### src/rtl/cnn_pkg.sv
// cnn_pkg: shared constants for the CNN layer scheduler.
// Stage table, engine op codes, bank selects and FSM encoding.
package cnn_pkg;

  typedef logic [2:0] state_t;

  localparam state_t ST_IDLE   = 3'd0;
  localparam state_t ST_LAUNCH = 3'd1;
  localparam state_t ST_RUN    = 3'd2;
  localparam state_t ST_NEXT   = 3'd3;
  localparam state_t ST_FIN    = 3'd4;

  localparam logic [1:0] OP_CONV = 2'd0;
  localparam logic [1:0] OP_POOL = 2'd1;
  localparam logic [1:0] OP_FLAT = 2'd2;

  localparam logic [2:0] CS_NONE = 3'd0;
  localparam logic [2:0] CS_C1   = 3'd1;
  localparam logic [2:0] CS_C2   = 3'd2;
  localparam logic [2:0] CS_P1   = 3'd3;
  localparam logic [2:0] CS_P2   = 3'd4;
  localparam logic [2:0] CS_FL   = 3'd5;

  localparam logic [2:0] STG_S0   = 3'd0;
  localparam logic [2:0] STG_S1   = 3'd1;
  localparam logic [2:0] STG_S2   = 3'd2;
  localparam logic [2:0] STG_S3   = 3'd3;
  localparam logic [2:0] STG_S4   = 3'd4;
  localparam logic [2:0] STG_LAST = STG_S4;

  function automatic logic [1:0] stage_op(
    input logic [2:0] stg
  );
    logic [1:0] op;
    op = OP_CONV;
    case (stg)
      STG_S2, STG_S3: op = OP_POOL;
      STG_S4:         op = OP_FLAT;
      default:        op = OP_CONV;
    endcase
    return op;
  endfunction

  function automatic logic stage_ksel(
    input logic [2:0] stg
  );
    return (stg == STG_S1) || (stg == STG_S3);
  endfunction

  function automatic logic [2:0] stage_wcs(
    input logic [2:0] stg
  );
    logic [2:0] cs;
    cs = CS_NONE;
    case (stg)
      STG_S0:  cs = CS_C1;
      STG_S1:  cs = CS_C2;
      STG_S2:  cs = CS_P1;
      STG_S3:  cs = CS_P2;
      STG_S4:  cs = CS_FL;
      default: cs = CS_NONE;
    endcase
    return cs;
  endfunction

  // Convolution stages have no source bank; flatten picks its pool bank.
  function automatic logic [2:0] stage_rcs(
    input logic [2:0] stg,
    input logic       rd_bank
  );
    logic [2:0] cs;
    cs = CS_NONE;
    case (stg)
      STG_S2:  cs = CS_C1;
      STG_S3:  cs = CS_C2;
      STG_S4:  cs = rd_bank ? CS_P2 : CS_P1;
      default: cs = CS_NONE;
    endcase
    return cs;
  endfunction

endpackage

### src/rtl/stage_watchdog.sv
// stage_watchdog: counts RUN cycles of one stage.
// expired is high on the cycle whose edge makes the count reach LIMIT.
module stage_watchdog #(
  parameter logic [19:0] LIMIT = 20'd300000
) (
  input  logic clk,
  input  logic reset,
  input  logic clr,
  input  logic en,
  output logic expired
);

  logic [19:0] cnt;

  always_ff @(posedge clk or negedge reset) begin
    if (!reset) begin
      cnt <= '0;
    end else if (clr) begin
      cnt <= '0;
    end else if (en) begin
      cnt <= cnt + 20'd1;
    end
  end

  assign expired = en && (cnt == LIMIT - 20'd1);

endmodule

### src/rtl/layer_scheduler.sv
// layer_scheduler: sequences the five CNN stages on the engine
// and steers engine memory strobes onto the layer-memory banks.
module layer_scheduler
  import cnn_pkg::*;
#(
  parameter logic [19:0] WD_CYCLES = 20'd300000
) (
  input  logic        clk,
  input  logic        reset,
  input  logic        ready,
  output logic        busy,
  output logic        err,
  output logic        eng_start,
  output logic [1:0]  eng_op,
  output logic        eng_ksel,
  input  logic        eng_done,
  input  logic        eng_cwr,
  input  logic        eng_crd,
  input  logic [11:0] eng_caddr_wr,
  input  logic [11:0] eng_caddr_rd,
  input  logic [19:0] eng_cdata_wr,
  input  logic        eng_rd_bank,
  output logic        cwr,
  output logic        crd,
  output logic [11:0] caddr_wr,
  output logic [11:0] caddr_rd,
  output logic [19:0] cdata_wr,
  output logic [2:0]  csel
);

  state_t     state;
  logic [2:0] stage;
  logic [2:0] stage_nxt;
  logic       in_run;
  logic       wd_clr;
  logic       wd_exp;
  logic       conflict;

  assign in_run    = (state == ST_RUN);
  assign wd_clr    = (state == ST_LAUNCH);
  assign conflict  = in_run && eng_cwr && eng_crd;
  assign stage_nxt = stage + 3'd1;

  stage_watchdog #(
    .LIMIT(WD_CYCLES)
  ) u_wd (
    .clk    (clk),
    .reset  (reset),
    .clr    (wd_clr),
    .en     (in_run),
    .expired(wd_exp)
  );

  // Write strobe wins a same-cycle clash with read.
  always_comb begin
    cwr  = in_run && eng_cwr;
    crd  = in_run && eng_crd && !eng_cwr;
    csel = CS_NONE;
    if (cwr) begin
      csel = stage_wcs(stage);
    end else if (crd) begin
      csel = stage_rcs(stage, eng_rd_bank);
    end
  end

  assign caddr_wr = eng_caddr_wr;
  assign caddr_rd = eng_caddr_rd;
  assign cdata_wr = eng_cdata_wr;

  always_ff @(posedge clk or negedge reset) begin
    if (!reset) begin
      state     <= ST_IDLE;
      stage     <= STG_S0;
      busy      <= 1'b0;
      err       <= 1'b0;
      eng_start <= 1'b0;
      eng_op    <= OP_CONV;
      eng_ksel  <= 1'b0;
    end else begin
      eng_start <= 1'b0;
      if (conflict) begin
        err <= 1'b1;
      end
      unique case (state)
        ST_IDLE: begin
          if (ready) begin
            state     <= ST_LAUNCH;
            stage     <= STG_S0;
            busy      <= 1'b1;
            err       <= 1'b0;
            eng_start <= 1'b1;
            eng_op    <= stage_op(STG_S0);
            eng_ksel  <= stage_ksel(STG_S0);
          end
        end
        ST_LAUNCH: begin
          state <= ST_RUN;
        end
        ST_RUN: begin
          if (wd_exp) begin
            err   <= 1'b1;
            state <= ST_FIN;
          end else if (eng_done) begin
            state <= ST_NEXT;
          end
        end
        ST_NEXT: begin
          if (stage != STG_LAST) begin
            state     <= ST_LAUNCH;
            stage     <= stage_nxt;
            eng_start <= 1'b1;
            eng_op    <= stage_op(stage_nxt);
            eng_ksel  <= stage_ksel(stage_nxt);
          end else begin
            state <= ST_FIN;
          end
        end
        ST_FIN: begin
          state <= ST_IDLE;
          busy  <= 1'b0;
        end
        default: begin
          state <= ST_IDLE;
        end
      endcase
    end
  end

endmodule

### config.mk
export PLATFORM = sky130hd
export DESIGN_NAME = layer_scheduler
export DESIGN_NICKNAME = d
export VERILOG_FILES = /design/src/rtl/cnn_pkg.sv /design/src/rtl/stage_watchdog.sv /design/src/rtl/layer_scheduler.sv
export SDC_FILE = /design/constraint.sdc
export NUM_CORES = 1
export LEC_CHECK = 0
export CAP_MARGIN = 30
export CORE_UTILIZATION = 23
export DETAILED_ROUTE_END_ITERATION = 10
export HOLD_SLACK_MARGIN = 0.03
export PLACE_DENSITY = 0.48
export SYNTH_ARGS = -nofsm -noshare
export SYNTH_HDL_FRONTEND = slang
export SYNTH_SLANG_ARGS = --single-unit
### constraint.sdc
create_clock -name clk -period 1.8 [get_ports clk]
set_input_delay 0.27 -clock clk [delete_from_list [all_inputs] [get_ports clk]]
set_output_delay 0.27 -clock clk [all_outputs]
set_load 0.05 [all_outputs]
**Yosys cells after proc, flatten, opt, wreduce, memory -nomap -nowiden**

Cells that the tools add are included.

- Bits in registers: 32
- Input port bits: 51

- Add/sub/neg operators: 2
- Equal/unequal tests: 17
- Mux-type cells: 31
- Reductions and logical operators: 16

Operators by type and width:

| cell | count |
|---|---|
| 20-bit 2-to-1 mux | 2 |
| 3-bit 2-to-1 mux | 9 |
| 20-bit by 1-bit adder with 20-bit output, second input constant | 1 |
| 20-bit by 19-bit equality test with 1-bit output, second input constant | 1 |
| 3-bit by 2-bit equality test with 1-bit output, second input constant | 6 |
| 3-bit case mux with 5 select lines | 1 |
| 3-bit case mux with 4 select lines | 1 |
| 3-bit by 1-bit equality test with 1-bit output, second input constant | 3 |
| 3-bit equality test, second input constant | 3 |
| 3-bit case mux with 3 select lines | 1 |
| 1-bit 2-to-1 mux | 8 |
| 1-bit case mux with 2 select lines | 4 |
| 2-bit case mux with 2 select lines | 2 |
| 3-bit logical NOT | 2 |
| 3-bit case mux with 2 select lines | 1 |
| 2-bit nonzero test | 3 |
| 1-bit logical AND | 5 |
| 2-bit 2-to-1 mux | 2 |
| 2-bit inequality test, second input constant | 2 |
| 2-bit AND reduction | 2 |
| 3-bit by 1-bit adder with 3-bit output, second input constant | 1 |
| 3-bit by 2-bit inequality test with 1-bit output, second input constant | 1 |
| 3-bit inequality test, second input constant | 1 |
| 3-bit AND reduction | 1 |
| 3 further kinds | 3 |

**Depth between registers and ports, before layout**

- Word-level depth: 6
- Depth in mapped cells: 7
- Depth with buffers taken out: 7

**Cells and area by module**

A second synthesis with hierarchy kept.

- Cells, all modules: 233
- Area, all modules: 2134.5 um^2

Modules (own cells, without submodules):

| module | instances | cells each | area each (um^2) | sequential area each (um^2) |
|---|---|---|---|---|
| layer_scheduler | 1 | 125 | 1086.0 | 300.3 |
| stage_watchdog | 1 | 108 | 1048.5 | 500.5 |

**Worst setup path after synthesis**

Ideal clock, no wire load.

- Kind: register to output
- Start point: register state[2]
- End point: output csel[0]
- Arrival time: 3.099 ns
- Setup slack: -1.569 ns
- Cell stages (with the launch flop): 7
- Path buffers: 2
- Cells stage by stage: dfrtp_1 -> buf_2 -> or3b_1 -> clkbuf_1 -> nor3b_2 -> nor2_1 -> a311oi_1

- Cells in the longest elaborated chain, start to end: 5
- Elaborated cells between the ends (all ways): 6

Ends and longest elaborated chain:

| what | RTL line | text |
|---|---|---|
| start, declared | layer_scheduler.sv:31 | `state_t state;` |
| start signal, assigned | layer_scheduler.sv:72 | `state <= ST_IDLE;` |
| start signal, assigned | layer_scheduler.sv:87 | `state <= ST_LAUNCH;` |
| start signal, assigned | layer_scheduler.sv:97 | `state <= ST_RUN;` |
| 3-bit by 2-bit equality test with 1-bit output | layer_scheduler.sv:39 | `assign in_run = (state == ST_RUN);` |
| 1-bit logical AND (2 in a row) | layer_scheduler.sv:57 | `crd = in_run && eng_crd && !eng_cwr;` |
| net crd | layer_scheduler.sv:24 | `output logic crd,` |
| 3-bit 2-to-1 mux | layer_scheduler.sv:61 | `end else if (crd) begin` |
| 3-bit 2-to-1 mux | layer_scheduler.sv:59 | `if (cwr) begin` |
| end, declared | layer_scheduler.sv:28 | `output logic [2:0] csel` |

The timed path passes the listed nets, and every way through them passes these cells.

**Worst setup path in the final report**

- Start point: register state[0]
- End point: output csel[0]

- Cells in the longest elaborated chain, start to end: 5
- Elaborated cells between the ends (all ways): 6

Ends and longest elaborated chain:

| what | RTL line |
|---|---|
| 3-bit by 2-bit equality test with 1-bit output (*) | layer_scheduler.sv:39 |
| 1-bit logical AND (2 in a row) | layer_scheduler.sv:57 |
| 3-bit 2-to-1 mux | layer_scheduler.sv:61 |
| 3-bit 2-to-1 mux (*) | layer_scheduler.sv:59 |

Every way passes the cells marked *; elsewhere a longest branch is shown, timed or not.

==> metrics list <==
- Initial core utilization: 23.57%
- Number of iterations in the first detailed-routing pass: 4
* Fraction of layout cells with a size suffix above 1: a little under a third
- GR Util met1: between 10% and 20%
* Total routing usage reported by global routing: 10.10%
- Commonest cells after routing, fill and taps aside: 32 x sky130_fd_sc_hd__dfrtp_1, 26 x sky130_fd_sc_hd__buf_4, 17 x sky130_fd_sc_hd__nand2_1, 16 x sky130_fd_sc_hd__o21ai_0
* WS Path Type: flip-flop to output pin
- Total number of vias: about 1500
* Register-to-register setup slack: -0.06 ns
* Critical Path Sink Type: output pin
* Latest clock arrival within the worst-skew pair: ~0.29 ns
* Final setup margin: -0.3005 ns
- Static Leakage: around 1.1 nW
- Compared with the post-synthesis result, the final layout area differs by 24.59%.
- In this run the horizontal extent of the chip is slightly below 100 microns.
- Post-synth top area share: roughly 40%
* Maximum clock path buffer count: 2
- The hold violation total from the final report was 0.
- Leaving out filler cells and counting taps, the final layout contains ~330.
* Floorplan core area: 8678 sq um
- Sum of overflow across all layers after global routing: 0
- Setup violations remaining at the end of the flow were counted as 9.
- Proportion of synthesized chip area in sequential cells: between 30% and 40%
- Category of the worst setup path launch point: flip-flop
- Clock skew: 0.01747 ns
- Number of cells on the critical path: 5
- Cell at the root of the clock tree: sky130_fd_sc_hd__clkbuf_8
- Subtracting the final worst setup slack from the clock period gives approximately 2.1 ns.
- Number of nets in the synthesized netlist: 280
- The worst register-to-register path begins at state[0].
- The netlist uses 40 different library cells.
- Summing all non-filler instances in the final layout gives an area of approximately 2500 sq um.
* Area of the mapped netlist: just over 2000 sq um
- Static timing analysis puts the maximum clock frequency at about 480 MHz.
- Critical-path maximum fanout: 3
- The synthesized design spends more area on one cell type than any other, namely sky130_fd_sc_hd__dfrtp_1.
- Critical path startpoint: state[0]
- Entering global routing, the biggest net connects 33 pins.
- CTS H-tree lvls: 2
- By area, the combinational part of the netlist is dominated by buffers and inverters.
- After detailed placement, the total cell area comes to 2271 sq um.
- Final cycle utilization of the critical path: 116.7%
- CTS clock-pin slew for the worst setup and hold paths: 0.07 ns
- The min-delay analysis places its worst path in the category primary input to asynchronous set/reset pin.
- Unrepaired setup endpoints after global routing: yes
* Via density: about 4.6
- Number of cells traversed by the worst register-to-register path: 9
- The global routing stage identified its most utilized layer as met2.
- Counting every instance in the synthesized netlist gives between 200 and 250.
* I/O pin cnt: about 110
- The final reports fail on negative setup slack.
* Multi-input gate area in the final layout: ~1000 sq um
- Count of state elements after synthesis: 32
- Buffers placed on the I/O ports in this run total 17.
- The run finished, with violations left.
- Yosys mapped a number of flops with a built-in enable equal to 0.
* Height of the chip: between 90 and 100 microns
- Counting both buffers and inverters, the worst setup path holds a total of 1.
- Of the total synthesized cell area, the portion taken by full adders, half adders and majority gates is 4.281%.
- The number of antenna diodes in the final layout is 0.
- Area enclosed by the die boundary: 9276 sq um
- Worst reg2reg endpoint: u_wd.cnt[8]
- The synthesized netlist devotes 0% of its cell area to XOR and XNOR gates.
- Across the whole layout, storage elements account for roughly 800 sq um.
- Slowest cell delay on critical path: around 0.41 ns
* Initial antenna violation count: 0
- After the first detailed-routing iteration, the DRC count stood at 81.
- Number of buffers inserted by hold repair at cts: 0
- At the pin with the least slew margin, the transition time is ~0.62 ns.
- The kind of cell with the highest combined delay along the critical path is simple AND/OR/NAND/NOR gates.
- Fill cell instance count of the final layout: approximately 910
- Worst voltage drop across the vdd grid: about 0.33 mV
- Hold timing on the final database bottoms out at a slack of ~0.38 ns.
- In the global route stage, met2 resource usage came out at about 17%.
* Met3 usage in global routing: 2.212%
- In the synthesized netlist the dominant register cell turns out to be sky130_fd_sc_hd__dfrtp_1.
- Worst relative slew slack: between 50% and 60%
- Share of flip-flops with an asynchronous set or reset after synthesis: between 90% and 100%
* Critical path arrival: 1.83 ns
- The slowest stage of the critical path belongs to the cell sky130_fd_sc_hd__or3b_4.
- Clock tree from TritonCTS: yes
- After detailed routing, the number of remaining DRC violations is 0.
- Routability-driven placement finished with a final weighted congestion of between 0.7 and 0.8.
* Area fraction in and, or, nand and nor cells after synthesis: between 10% and 20%
- Walking the worst path, the cells encountered are or3b_4 > nor3b_4 > nor2_2 > a311oi_4 > buf_12.
- Fraction of synthesized area in multiplexers: between 1.5 and 2%
- Number of max-cap violations: 0
- Total Routed Length: ~4500 microns
* # clock sinks: 32
- The number of pins exceeding their max-slew limit in the final report came to 0.
- Cells taking the most area after synthesis: sky130_fd_sc_hd__dfrtp_1 39%, sky130_fd_sc_hd__buf_4 16%, sky130_fd_sc_hd__ha_1 4.3%
- The critical path ends at csel[0].
- Data on the critical path is required at its endpoint by between 1.5 and 2 ns.
* Post-DR wirelength/cell: 13.70 microns
* Pwr/cell area: 1238 nW/um^2
- The detail route stage leaves a number of antenna-violating nets equal to 0.
* Count of nets after finishing: between 200 and 300
- At the placement stage, the worst setup path has a slack of -0.1049 ns.
* Overall power of the completed layout: 3.155 mW
- Buffers inserted during clock tree synthesis total 5.
* Synth Area in Compound Gates: roughly 16%
- The first global-routing pass estimated a little over 7000 microns of wire.
- After detailed placement, the design holds a cell count of 320.
- The floorplan has 34 rows.
* Placed wire-length estimate after detailed placement: around 3200 microns
* Via count of the first global-routing pass: 1533
- Most common cell after layout, fill and taps aside: sky130_fd_sc_hd__dfrtp_1
* Average cell area after synthesis: 9.215 sq um
- During synthesis, Yosys emitted a total of 0 warnings.
[logic make-up after synthesis]
family | Yosys count
compound gates | 48
fa+ha+maj | 7
buf+inv | 62
flops | 32
mux | 4
simple gates | 69
[worst min-delay path by stage]
stage,slack (ns),from,cells past startpoint,end
after global placement,0.48,u_wd.cnt[19],1,u_wd.cnt[19]
after floorplan,-0.03,reset,0,busy
after global routing,0.44,reset,2,u_wd.cnt[6]
after CTS,0.41,reset,2,u_wd.cnt[10]
after detailed placement,0.48,eng_op[0],1,eng_op[0]
final,0.38,reset,2,u_wd.cnt[2]
[report_power, final]
group          total [mW]  switching (mW)  internal (mW)  leakage, nW
combinational        1.50           0.870          0.629        0.570
clock               0.705           0.295          0.410       0.0541
sequential          0.950           0.107          0.843        0.430
total                3.15            1.27           1.88         1.05
[layout make-up]
type	instances	area share, %
multi-input cells	128	39.76
clock buffers	5	2.700
well taps	108	5.302
clock inverters	3	1.669
flip-flops and latches	32	31.42
repair buffers	46	17.67
inverters	10	1.473
[metal layers]
layer | vias up | share of wire [%]
li1 | 751 | -
met1 | 743 | 46
met2 | 25 | 48
met3 | 9 | 4.5
met4 | 0 | 1.8
met5 | - | 0
[state kept, by name, summed over array words and instances, names as in the netlist]
signal / cells
busy: 1
eng_ksel: 1
eng_op: 2
eng_start: 1
err: 1
stage: 3
state: 3
u_wd.cnt: 20
[cells in the mapped netlist, types with 2 or more instances]
cell type                    n
sky130_fd_sc_hd__a21oi_1     5
sky130_fd_sc_hd__a22o_1      2
sky130_fd_sc_hd__and3_1      2
sky130_fd_sc_hd__buf_2       4
sky130_fd_sc_hd__buf_4      44
sky130_fd_sc_hd__clkbuf_1    4
sky130_fd_sc_hd__dfrtp_1    32
sky130_fd_sc_hd__ha_1        7
sky130_fd_sc_hd__inv_1      10
sky130_fd_sc_hd__mux2i_1     4
sky130_fd_sc_hd__nand2_1    18
sky130_fd_sc_hd__nand3_1    10
sky130_fd_sc_hd__nand4_1     4
sky130_fd_sc_hd__nand4_2     2
sky130_fd_sc_hd__nor2_1     12
sky130_fd_sc_hd__nor3b_1     3
sky130_fd_sc_hd__nor4_1      2
sky130_fd_sc_hd__o211ai_1    5
sky130_fd_sc_hd__o21ai_0    16
sky130_fd_sc_hd__o2bb2ai_1   3
sky130_fd_sc_hd__o311ai_0    3
sky130_fd_sc_hd__o31ai_1     8
sky130_fd_sc_hd__o41ai_1     3
sky130_fd_sc_hd__or4_1       3
[worst register-to-register path, stage by stage, from the launching register on]
cell,delay [ns]
sky130_fd_sc_hd__dfrtp_1,0.38
sky130_fd_sc_hd__buf_4,0.18
sky130_fd_sc_hd__nor3b_4,0.23
sky130_fd_sc_hd__buf_4,0.14
sky130_fd_sc_hd__buf_4,0.12
sky130_fd_sc_hd__nand4_4,0.13
sky130_fd_sc_hd__buf_6,0.17
sky130_fd_sc_hd__buf_4,0.15
sky130_fd_sc_hd__o211ai_1,0.16
sky130_fd_sc_hd__o31ai_1,0.09
[stage by stage]
stage                     util (%)  setup TNS, ns
after floorplan                  -         -1.787
after global placement       26.17        -0.1217
after detailed placement     26.17        -0.2424
after CTS                    27.68         -1.070
after global routing         29.37         -2.052
final                        29.37         -1.154
[repair_timing]
item / 4_1_cts / 5_1_grt
setup buffers: 1 / 3
gates resized for setup: 6 / 24
endpoints found under the setup margin: 6 / 16
pin swaps: 4 / 3
gates cloned: 0 / 0
No activity file was read; power rests on OpenSTA's default activity.
